`config.mk`:
```
export PLATFORM = sky130hd
export DESIGN_NAME = lcd_ctrl_win
export DESIGN_NICKNAME = d
export VERILOG_FILES = /design/src/rtl/lcd_ctrl_pkg.sv /design/src/rtl/lcd_win_addr_gen.sv /design/src/rtl/lcd_ctrl_win.sv
export SDC_FILE = /design/constraint.sdc
export NUM_CORES = 1
export LEC_CHECK = 0
export CAP_MARGIN = 20
export CELL_PAD_IN_SITES_DETAIL_PLACEMENT = 0
export CELL_PAD_IN_SITES_GLOBAL_PLACEMENT = 1
export CORE_UTILIZATION = 54
export DETAILED_ROUTE_END_ITERATION = 7
export GPL_TIMING_DRIVEN = 1
export PLACE_DENSITY = 0.84
export SETUP_SLACK_MARGIN = 0.2
export SLEW_MARGIN = 20
export SYNTH_ARGS = -nofsm -noshare
export SYNTH_HDL_FRONTEND = slang
export SYNTH_SLANG_ARGS = --single-unit
```
`constraint.sdc`:
```
create_clock -name clk -period 4.5 [get_ports clk]
set_input_delay 0.45 -clock clk [delete_from_list [all_inputs] [get_ports clk]]
set_output_delay 0.45 -clock clk [all_outputs]
set_load 0.03 [all_outputs]
```
`src/rtl/lcd_ctrl_pkg.sv`:
```
// Shared enums and elaboration helpers for the windowed LCD controller.
package lcd_ctrl_pkg;

  typedef enum logic [2:0] {
    CMD_LOAD     = 3'd0,
    CMD_ZOOM_IN  = 3'd1,
    CMD_ZOOM_FIT = 3'd2,
    CMD_RIGHT    = 3'd3,
    CMD_LEFT     = 3'd4,
    CMD_UP       = 3'd5,
    CMD_DOWN     = 3'd6,
    CMD_MIRROR   = 3'd7
  } cmd_e;

  typedef enum logic [1:0] {
    IDLE   = 2'd0,
    LOAD   = 2'd1,
    SHIFT  = 2'd2,
    STREAM = 2'd3
  } state_e;

  typedef enum logic {
    FIT  = 1'b0,
    ZOOM = 1'b1
  } mode_e;

  // Centred window origin along one image axis.
  function automatic int default_origin(input int img_len, input int win);
    return (img_len - win + 1) / 2;
  endfunction

  function automatic int idx_w(input int n);
    return (n > 1) ? $clog2(n) : 1;
  endfunction

endpackage

```
`src/rtl/lcd_win_addr_gen.sv`:
```
// Window raster walker: maps window (i,j) to an image row/col for fit or zoom view.
// Mirror column reversal is present only when LCD_CTRL_MIRROR_EN is defined.
module lcd_win_addr_gen
  import lcd_ctrl_pkg::*;
#(
  parameter int IMG_W  = 12,
  parameter int IMG_H  = 9,
  parameter int WIN    = 4,
  parameter int FIT_R0 = 1,
  parameter int FIT_C0 = 1,
  parameter int FIT_SR = 2,
  parameter int FIT_SC = 3,
  parameter int RW     = idx_w(IMG_H),
  parameter int CW     = idx_w(IMG_W)
) (
  input  logic          clk,
  input  logic          reset,
  input  logic          clear,
  input  logic          step,
  input  logic          mode,
  input  logic [RW-1:0] orow,
  input  logic [CW-1:0] ocol,
`ifdef LCD_CTRL_MIRROR_EN
  input  logic          mirror,
`endif
  output logic [RW-1:0] row,
  output logic [CW-1:0] col,
  output logic          last
);

  localparam int WW = idx_w(WIN);
  localparam logic [WW-1:0] WMAX = WW'(WIN - 1);

  logic [WW-1:0] wi;
  logic [WW-1:0] wj;
  logic [WW-1:0] wj_eff;

  always_ff @(posedge clk or negedge reset) begin
    if (!reset) begin
      wi <= '0;
      wj <= '0;
    end else if (clear) begin
      wi <= '0;
      wj <= '0;
    end else if (step) begin
      if (wj == WMAX) begin
        wj <= '0;
        wi <= wi + WW'(1);
      end else begin
        wj <= wj + WW'(1);
      end
    end
  end

`ifdef LCD_CTRL_MIRROR_EN
  assign wj_eff = mirror ? (WMAX - wj) : wj;
`else
  assign wj_eff = wj;
`endif

  always_comb begin
    row = '0;
    col = '0;
    if (mode_e'(mode) == ZOOM) begin
      row = orow + RW'(wi);
      col = ocol + CW'(wj_eff);
    end else begin
      row = RW'(FIT_R0) + RW'(wi) * RW'(FIT_SR);
      col = CW'(FIT_C0) + CW'(wj_eff) * CW'(FIT_SC);
    end
  end

  assign last = (wi == WMAX) && (wj == WMAX);

endmodule

```
`src/rtl/lcd_ctrl_win.sv`:
```
// Windowed LCD controller: image RAM, command FSM and valid/ready output stream.
// Optional mirror command (code 7) is built only with LCD_CTRL_MIRROR_EN defined.
//
//   state  | meaning
//   IDLE   | waiting for a command, busy=0
//   LOAD   | writing IMG_W*IMG_H pixels from datain, row-major
//   SHIFT  | one cycle moving the zoom origin (clamped)
//   STREAM | emitting WIN*WIN pixels under out_ready back-pressure
module lcd_ctrl_win
  import lcd_ctrl_pkg::*;
#(
  parameter int DW     = 8,
  parameter int IMG_W  = 12,
  parameter int IMG_H  = 9,
  parameter int WIN    = 4,
  parameter int FIT_R0 = 1,
  parameter int FIT_C0 = 1,
  parameter int FIT_SR = 2,
  parameter int FIT_SC = 3
) (
  input  logic          clk,
  input  logic          reset,
  input  logic [2:0]    cmd,
  input  logic          cmd_valid,
  input  logic [DW-1:0] datain,
  input  logic          out_ready,
  output logic [DW-1:0] dataout,
  output logic          output_valid,
  output logic          busy
);

  localparam int RW    = idx_w(IMG_H);
  localparam int CW    = idx_w(IMG_W);
  localparam int PIX_N = IMG_W * IMG_H;
  localparam int AW    = idx_w(PIX_N);

  localparam logic [RW-1:0] OR0      = RW'(default_origin(IMG_H, WIN));
  localparam logic [CW-1:0] OC0      = CW'(default_origin(IMG_W, WIN));
  localparam logic [RW-1:0] ROW_MAX  = RW'(IMG_H - WIN);
  localparam logic [CW-1:0] COL_MAX  = CW'(IMG_W - WIN);
  localparam logic [AW-1:0] LOAD_TOP = AW'(PIX_N - 1);

  if ((FIT_R0 + (WIN - 1) * FIT_SR >= IMG_H) || (FIT_C0 + (WIN - 1) * FIT_SC >= IMG_W) ||
      (WIN > IMG_H) || (WIN > IMG_W)) begin : g_bad_params
    $error("lcd_ctrl_win: fit sampling or window exceeds image bounds");
  end

  state_e        state, state_nxt;
  mode_e         mode, mode_nxt;
  cmd_e          shift_cmd, shift_cmd_nxt;
  logic [RW-1:0] orow, orow_nxt;
  logic [CW-1:0] ocol, ocol_nxt;
  logic [AW-1:0] load_left, load_left_nxt;
  logic          busy_nxt, valid_nxt;
  logic          last_q, last_nxt;
  logic [DW-1:0] dout_nxt;
  logic          ag_clear, ag_step, ag_last, ram_we;
  logic [RW-1:0] ag_row;
  logic [CW-1:0] ag_col;
  logic [AW-1:0] rd_addr, wr_addr;
`ifdef LCD_CTRL_MIRROR_EN
  logic          mirror, mirror_nxt;
`endif

  logic [DW-1:0] mem [PIX_N];

  lcd_win_addr_gen #(
    .IMG_W (IMG_W),
    .IMG_H (IMG_H),
    .WIN   (WIN),
    .FIT_R0(FIT_R0),
    .FIT_C0(FIT_C0),
    .FIT_SR(FIT_SR),
    .FIT_SC(FIT_SC),
    .RW    (RW),
    .CW    (CW)
  ) u_addr (
    .clk   (clk),
    .reset (reset),
    .clear (ag_clear),
    .step  (ag_step),
    .mode  (mode),
    .orow  (orow),
    .ocol  (ocol),
`ifdef LCD_CTRL_MIRROR_EN
    .mirror(mirror),
`endif
    .row   (ag_row),
    .col   (ag_col),
    .last  (ag_last)
  );

  assign rd_addr = AW'(ag_row) * AW'(IMG_W) + AW'(ag_col);
  // load_left counts down, so the write address is its complement from the top.
  assign wr_addr = LOAD_TOP - load_left;

  always_ff @(posedge clk) begin
    if (ram_we) begin
      mem[wr_addr] <= datain;
    end
  end

  always_comb begin
    state_nxt     = state;
    mode_nxt      = mode;
    shift_cmd_nxt = shift_cmd;
    orow_nxt      = orow;
    ocol_nxt      = ocol;
    load_left_nxt = load_left;
    busy_nxt      = busy;
    valid_nxt     = output_valid;
    last_nxt      = last_q;
    dout_nxt      = dataout;
    ag_clear      = 1'b0;
    ag_step       = 1'b0;
    ram_we        = 1'b0;
`ifdef LCD_CTRL_MIRROR_EN
    mirror_nxt    = mirror;
`endif

    case (state)
      IDLE: begin
        if (cmd_valid) begin
          case (cmd_e'(cmd))
            CMD_LOAD: begin
              state_nxt     = LOAD;
              busy_nxt      = 1'b1;
              ag_clear      = 1'b1;
              load_left_nxt = LOAD_TOP;
            end
            CMD_ZOOM_FIT: begin
              mode_nxt  = FIT;
              orow_nxt  = OR0;
              ocol_nxt  = OC0;
              state_nxt = STREAM;
              busy_nxt  = 1'b1;
              ag_clear  = 1'b1;
            end
            CMD_ZOOM_IN: begin
              if (mode == FIT) begin
                mode_nxt = ZOOM;
                orow_nxt = OR0;
                ocol_nxt = OC0;
              end
              state_nxt = STREAM;
              busy_nxt  = 1'b1;
              ag_clear  = 1'b1;
            end
            CMD_RIGHT, CMD_LEFT, CMD_UP, CMD_DOWN: begin
              shift_cmd_nxt = cmd_e'(cmd);
              state_nxt     = (mode == ZOOM) ? SHIFT : STREAM;
              busy_nxt      = 1'b1;
              ag_clear      = 1'b1;
            end
`ifdef LCD_CTRL_MIRROR_EN
            CMD_MIRROR: begin
              mirror_nxt = ~mirror;
              state_nxt  = STREAM;
              busy_nxt   = 1'b1;
              ag_clear   = 1'b1;
            end
`endif
            default: ;
          endcase
        end
      end

      LOAD: begin
        ram_we = 1'b1;
        if (load_left == '0) begin
          mode_nxt  = FIT;
          orow_nxt  = OR0;
          ocol_nxt  = OC0;
          state_nxt = STREAM;
          ag_clear  = 1'b1;
`ifdef LCD_CTRL_MIRROR_EN
          mirror_nxt = 1'b0;
`endif
        end else begin
          load_left_nxt = load_left - AW'(1);
        end
      end

      SHIFT: begin
        case (shift_cmd)
          CMD_RIGHT: if (ocol != COL_MAX) ocol_nxt = ocol + CW'(1);
          CMD_LEFT:  if (ocol != '0)      ocol_nxt = ocol - CW'(1);
          CMD_UP:    if (orow != '0)      orow_nxt = orow - RW'(1);
          CMD_DOWN:  if (orow != ROW_MAX) orow_nxt = orow + RW'(1);
          default: ;
        endcase
        state_nxt = STREAM;
      end

      STREAM: begin
        // Register slot advances when empty (first pixel) or on a transfer.
        if (!output_valid || out_ready) begin
          if (output_valid && last_q) begin
            valid_nxt = 1'b0;
            busy_nxt  = 1'b0;
            last_nxt  = 1'b0;
            state_nxt = IDLE;
          end else begin
            dout_nxt  = mem[rd_addr];
            valid_nxt = 1'b1;
            last_nxt  = ag_last;
            ag_step   = !ag_last;
          end
        end
      end

      default: state_nxt = IDLE;
    endcase
  end

  always_ff @(posedge clk or negedge reset) begin
    if (!reset) begin
      state        <= IDLE;
      mode         <= FIT;
      shift_cmd    <= CMD_LOAD;
      orow         <= OR0;
      ocol         <= OC0;
      load_left    <= '0;
      busy         <= 1'b0;
      output_valid <= 1'b0;
      last_q       <= 1'b0;
      dataout      <= '0;
`ifdef LCD_CTRL_MIRROR_EN
      mirror       <= 1'b0;
`endif
    end else begin
      state        <= state_nxt;
      mode         <= mode_nxt;
      shift_cmd    <= shift_cmd_nxt;
      orow         <= orow_nxt;
      ocol         <= ocol_nxt;
      load_left    <= load_left_nxt;
      busy         <= busy_nxt;
      output_valid <= valid_nxt;
      last_q       <= last_nxt;
      dataout      <= dout_nxt;
`ifdef LCD_CTRL_MIRROR_EN
      mirror       <= mirror_nxt;
`endif
    end
  end

endmodule

```
==> results.ini, run 1 <==
[status]
status = finished clean

[grt]
grt_pass1_vias = 21600
grtUsageTotal = 0.272
grt_pass1_wl_mm = 141
grt-busiest-layer = met2
antenna_found_initial = 0
grt_util_met2 = 0.423
grt_max_degree = 79
grt_use_met3 = 0.0582
grtUsageMet1 = 0.382
grt-ovfl-total = 0

[synth]
synth_fp_nets = 2353
ys_seq_area_frac = 0.724
syn-cell-area_um2 = 37100
ys.warnings.count = 0
synth_edf_count = 864
ys.flop_type = edfxtp_1
async_flop_share = 0.0400
synth.area.top_cells = edfxtp_1 (70%), mux2i_1 (5.0%), mux4_2 (4.9%), dfrtp_1 (2.2%), nand2_1 (2.2%)
yosysUniqueCellTypes = 70
yosysTopAreaCell = edfxtp_1
syn_inst = 2309
synth-seq-cells = 900
synth_area_per_cell_um2 = 16.1
yosysTopAreaCellShare = 0.700

[timing]
hold_violations = 0
whs_ps = 400
rsz0062_at_grt = no
fin_crit_sh = 0.945
layout_min_cycle_time_ps = 4250
finalWorstSetupSlack_ps = 248
fmax_mhz = 235
relSlewSlack = 0.315
finalSetupViolCount = 0
finalClockSkew_ps = 32.2
worst_pin_slew_ps = 1020
slew_viol_final = 0

[cells_and_area]
fill_cells = 4678
finalNetCount = 2528
final_cells = 3428
drive_gt1_frac = 0.190
diodes = 0
syn2layout_area_growth_pct = 15.3

[worst_setup_path]
worstPathRequired_ps = 5000
path_cells = ha_4, fa_1, mux2_4, ha_4, inv_1, fa_2, buf_12, or2_4, or3_4, buf_6, o221ai_2, o21a_1, o41ai_2, o211ai_1, nand4_1
crit_arrival_ps = 4750
crit_fanout = 7
crit_type = reg -> reg
critPathLaunchType = flop
critPathMaxStageDelay_ps = 550
slowest_stage = dfstp_2
end_kind = flop
worst_path_most_repeated_cell = ha_4

[run]
maxCapViolCount = 0

[place]
io_buffers = 24
dp_hpwl_mm = 59.8
place_ws_ps = -268
routabilityCongestion = 0.939
place_inst = 3258

[clock_tree]
numCtsBuffers = 89
cts-root-buf = clkbuf_16
clk_latency_ps = 660
cts.clk_slew.worst_paths_ps = 70
htree_levels = 3
clk_path_buf_depth = 3
cts.sinks = 900
cts_tree = yes

[routing]
routedWlPerCell_um = 27.5
avgViaCountPerCell = 6.46
drtPass1Iterations = 6
num_vias = 22100
drtIter0Drc = 2884
ant_nets = 0
drc = 0
wl_mm = 94.1

[die]
coreArea_um2 = 67500
die_y_um = 264
die_width_um = 264
io_pins = 25
dieArea_um2 = 69700
rows = 95
start_util = 0.549

[worst_hold_path]
hp-class = in -> reg

## cell usage in the layout, fill, tap and decap left out, types with 14 or more instances in the layout
cell type and instances:
a21oi_1 44, a221o_1 25, a311oi_1 27, a31oi_1 23, and3_1 29, buf_12 18
buf_4 180, bufinv_16 14, clkbuf_1 17, clkbuf_16 90, clkdlybuf4s50_1 15, clkinv_1 20
dfrtp_1 32, edfxtp_1 864, ha_1 20, inv_1 26, mux2i_1 185, mux4_2 81
nand2_1 213, nand3_1 72, nor2_1 176, nor3_1 18, o21ai_0 56, o22ai_1 31
or4_1 15
## synth_stat cells (7+ instances only)
cell         n
edfxtp_1   864
nand2_1    217
mux2i_1    186
nor2_1     178
mux4_2      81
clkbuf_1    77
nand3_1     74
o21ai_0     57
a21oi_1     45
dfrtp_1     33
o22ai_1     31
and3_1      29
a311oi_1    28
inv_1       27
a221o_1     25
buf_2       25
a31oi_1     24
ha_1        23
nor3_1      19
buf_6       17
or4_1       16
xnor2_1     14
buf_4       13
o31ai_1     13
nand4_1     12
a22oi_1     11
nor2b_1     11
mux2_2       9
o221ai_1     8
or3_1        8
a2111oi_0    7
a21o_1       7
a2bb2oi_1    7
o32ai_1      7
## through the flow
stage                     instance area [um^2]   util  TNS, ps
after global placement                   39300  0.582     -108
after floorplan                          37100      -        0
after CTS                                42500  0.629        0
final                                    42700  0.633        0
after detailed placement                 39300  0.582     -345
after global routing                     42700  0.633        0
## metal layers
metal  routed length, um  part of all wire  up-vias
met5                   0                 0        -
met1               36900              0.39    11200
met2               44300              0.47     1259
li1                    -                 -     9448
met3                9460              0.10      217
met4                3490             0.037        0
## cell type report
class,instances,area [um^2],area share
well taps,873,1090,0.0256
clock inverters,54,666,0.0156
inverters,27,104,0.00243
multi-input cells,1246,9750,0.228
clock buffers,108,2330,0.0545
flip-flops and latches,900,26900,0.628
repair buffers,220,1940,0.0454
## flip-flops by register name (all words and copies together) (netlist names), 2 cells and up
name	cells
dataout	8
load_left	7
mem	864
ocol	4
orow	4
shift_cmd	3
state	2
u_addr.wi	2
u_addr.wj	2
## cell families after synthesis
family / synth area share
flops: 0.724
fa+ha+maj: 0.0110
compound gates: 0.0634
simple gates: 0.0711
buf+inv: 0.0230
xor+xnor: 0.00473
mux: 0.103
## worst paths after layout
path | slack (ps) | cells after the start | start | to
worst max-delay path | 250 | 15 | orow[0]$_DFFE_PN1P_ | dataout[6]$_DFFE_PN0P_
worst max register to register | 250 | 15 | orow[0]$_DFFE_PN1P_ | dataout[6]$_DFFE_PN0P_
min in group asynchronous | 490 | 2 | reset | output_valid$_DFFE_PN0P_
max in group asynchronous | 3350 | 2 | reset | ocol[0]$_DFFE_PN0P_
worst min-delay path | 400 | 1 | datain[4] | mem[4][4]$_DFFE_PP_
worst min register to register | 520 | 2 | last_q$_DFFE_PN0P_ | last_q$_DFFE_PN0P_
## critical path, delay by kind of cell (launching register included)
kind	cells	cell delay [ps]
fa+ha+maj	4	1240
flops	1	550
compound gates	4	880
buf+inv	3	390
simple gates	3	740
mux	1	300
## timing repair
action                     4_1_cts  5_1_grt
setup endpoints to repair        7        7
buffers inserted                 1        6
resized for setup               35       35
pin swaps                       11       14
hold endpoints to repair        33        0
hold buffers                     1        0
Power of run 1 is not shown: default switching activity piles up to over one toggle a cycle in this logic, so the estimate is an artifact.
==> run 2, diff against run 1 <==
--- a/config.mk
+++ b/config.mk
@@ -5,13 +5,12 @@
 export SDC_FILE = /design/constraint.sdc
 export NUM_CORES = 1
 export LEC_CHECK = 0
-export CAP_MARGIN = 20
 export CELL_PAD_IN_SITES_DETAIL_PLACEMENT = 0
 export CELL_PAD_IN_SITES_GLOBAL_PLACEMENT = 1
-export CORE_UTILIZATION = 54
+export CORE_UTILIZATION = 57
 export DETAILED_ROUTE_END_ITERATION = 7
 export GPL_TIMING_DRIVEN = 1
-export PLACE_DENSITY = 0.84
+export PLACE_DENSITY = 0.88
 export SETUP_SLACK_MARGIN = 0.2
 export SLEW_MARGIN = 20
 export SYNTH_ARGS = -nofsm -noshare
==> constraint.sdc (replaced) <==
create_clock -name clk -period 5.5 [get_ports clk]
set_input_delay 0.55 -clock clk [delete_from_list [all_inputs] [get_ports clk]]
set_output_delay 0.55 -clock clk [all_outputs]
set_load 0.03 [all_outputs]
==> run 2 against run 1 <==
Hold slack worse by 340 ps. Die area shrank 5.2%. Sequential cell count is the same. Critical path depth down 2.
==> results.ini, run 2 (synthesis gave the netlist of run 1 again) <==
[status]
status = finished clean  ; unchanged

[cells_and_area]
top_register = mem  ; unchanged
largest_reg_flops = 864  ; unchanged
top_regs = mem (864), dataout (8), load_left (7)  ; unchanged
finalNetCount = 2380  ; was 2528
drive_gt1_frac = 0.124  ; was 0.190
syn2layout_area_growth_pct = 10.4  ; was 15.3%
final_cell_mix = edfxtp_1 (864), nand2_1 (216), mux2i_1 (185)  ; was edfxtp_1 (864), nand2_1 (213), mux2i_1 (185)
final_common_cell = edfxtp_1  ; unchanged
diodes = 0  ; unchanged

[die]
start_util = 0.576  ; was 0.549
coreArea_um2 = 64300  ; was 67500 um^2
dieArea_um2 = 66100  ; was 69700 um^2
die_width_um = 257  ; was 264 um
io_pins = 25  ; unchanged
die_y_um = 257  ; was 264 um
rows = 93  ; was 95

[clock_tree]
cts_setup_buffers = 0  ; was 1
cts.sinks = 900  ; unchanged
htree_levels = 3  ; unchanged
clk_latency_ps = 660  ; about the same
numCtsBuffers = 87  ; was 89
cts-root-buf = clkbuf_16  ; unchanged
cts_tree = yes  ; unchanged
cts.clk_slew.worst_paths_ps = 70  ; about the same
clk_path_buf_depth = 3  ; unchanged

[place]
routabilityCongestion = 0.945  ; was 0.939
io_buffers = 24  ; unchanged
dp_hpwl_mm = 55.7  ; was 59.8 mm
place_ws_ps = 399  ; was -268 ps

[timing]
fin_crit_sh = 0.924  ; was 0.945
finalWorstSetupSlack_ps = 416  ; was 248 ps
hold_violations = 0  ; unchanged
layout_min_cycle_time_ps = 5080  ; was 4250 ps
finalSetupTns_ps = 0  ; unchanged
fmax_mhz = 197  ; was 235 MHz
slew_viol_final = 0  ; unchanged
relSlewSlack = 0.266  ; was 0.315
finalClockSkew_ps = 16.8  ; was 32.2 ps
rsz0062_at_grt = no  ; unchanged
finalSetupViolCount = 0  ; unchanged
worst_pin_slew_ps = 1100  ; was 1020 ps

[grt]
grt_max_degree = 109  ; was 79
grtUsageMet1 = 0.375  ; was 0.382
grt_pass1_wl_mm = 134  ; was 141 mm
grt-busiest-layer = met2  ; unchanged
grtUsageTotal = 0.276  ; was 0.272
grt-ovfl-total = 0  ; unchanged
antenna_found_initial = 1  ; was 0
grt_use_met3 = 0.0596  ; was 0.0582
grt_pass1_vias = 20900  ; was 21600
grt_util_met2 = 0.435  ; was 0.423

[routing]
ant_nets = 0  ; unchanged
drc = 0  ; unchanged
avgViaCountPerCell = 6.55  ; was 6.46
wl_mm = 90.3  ; was 94.1 mm
num_vias = 21400  ; was 22100
routedWlPerCell_um = 27.7  ; was 27.5 um
drtPass1Iterations = 6  ; unchanged
drtIter0Drc = 2562  ; was 2884

[worst_hold_path]
hp-class = in -> async  ; was in -> reg

[worst_setup_path]
crit_arrival_ps = 5660  ; was 4750 ps
critPathLaunchType = flop  ; unchanged
crit_type = reg -> reg  ; unchanged
end_kind = flop  ; unchanged
worstPathRequired_ps = 6080  ; was 5000 ps
crit_fanout = 31  ; was 7

[power]
peakVddDrop_mv = 0.487
leakagePower_nw = 13.3
p_per_area_nw_per_um2 = 654

[run]
maxCapViolCount = 0  ; unchanged

## run 2: cell types whose count changed in the layout (fill, tap and decap cells not counted), moves of 3 or more
cell       before  now
nand2_2         4    1
clkinv_2        8   12
buf_4         180   49
bufinv_16      14    7
nand2_1       213  216
o221ai_2        4    0
a2111oi_2       5    1
o32ai_1         2    7
buf_12         18    6
o221ai_1        3    8
o32ai_2         4    0
a2111oi_0       2    7
clkinv_1       20   17
## run 2: critical path, cell delays in order, from the launching register on
cell,delay (ps)
dfstp_2,610
ha_1,210
fa_1,420
mux2_2,310
ha_1,330
inv_1,100
fa_2,610
inv_2,150
buf_4,490
mux4_2,460
a2111oi_2,420
a311oi_2,110
nor4_2,580
nand4b_1,200
## run 2: final cells by class
cell class / count / area, um^2
repair buffers: 74 / 681
inverters: 27 / 101
multi-input cells: 1246 / 9450
clock inverters: 51 / 493
flip-flops and latches: 900 / 26800
fillers: 4338 / 23400
clock buffers: 108 / 2290
well taps: 855 / 1070
## run 2: metal layers
layer | vias to the layer above | routed length (um) | share of wire
met1 | 10700 | 34600 | 0.38
met5 | - | 0 | 0
met4 | 0 | 3750 | 0.042
li1 | 9134 | - | -
met3 | 231 | 9030 | 0.10
met2 | 1258 | 42900 | 0.48
## run 2: worst paths after layout
path	startpoint	end	slack (ps)	depth (start not counted)
min in group clk	datain[7]	mem[40][7]$_DFFE_PP_	320	1
max reg2reg	orow[0]$_DFFE_PN1P_	dataout[1]$_DFFE_PN0P_	420	13
min	reset	load_left[1]$_DFFE_PN0P_	60	1
max	orow[0]$_DFFE_PN1P_	dataout[1]$_DFFE_PN0P_	420	13
min reg2reg	last_q$_DFFE_PN0P_	last_q$_DFFE_PN0P_	510	2
max in group asynchronous	reset	dataout[6]$_DFFE_PN0P_	4820	1
## run 2: power by group
| part | total, mW | internal, mW | switching [mW] |
|---|---|---|---|
| Combinational | 13.0 | 4.67 | 8.31 |
| Clock | 5.85 | 3.30 | 2.55 |
| Sequential | 7.92 | 7.73 | 0.190 |
| Total | 26.8 | 15.7 | 11.0 |
## run 2: what timing repair did
action,CTS,global route
setup endpoints to repair,0,3
resized for setup,0,5
hold buffers,0,0
## run 2: metrics by stage
| step | power, mW | util | area (um^2) | std cells | hold WS, ps |
|---|---|---|---|---|---|
| 4_1_cts | 26.4 | 0.636 | 40900 | 3261 | 65.1 |
| 2_1_floorplan | 16.3 | - | 37100 | 2309 | 254 |
| 3_5_place_dp | 20.6 | 0.592 | 38100 | 3102 | 502 |
| 6_report | 26.8 | 0.636 | 40900 | 3261 | 61.2 |
| 5_1_grt | 27.6 | 0.636 | 40900 | 3261 | 114 |
| 3_3_place_gp | 20.4 | 0.592 | 38100 | 3101 | 488 |
Note: power is estimated with default switching activity, not from simulation.
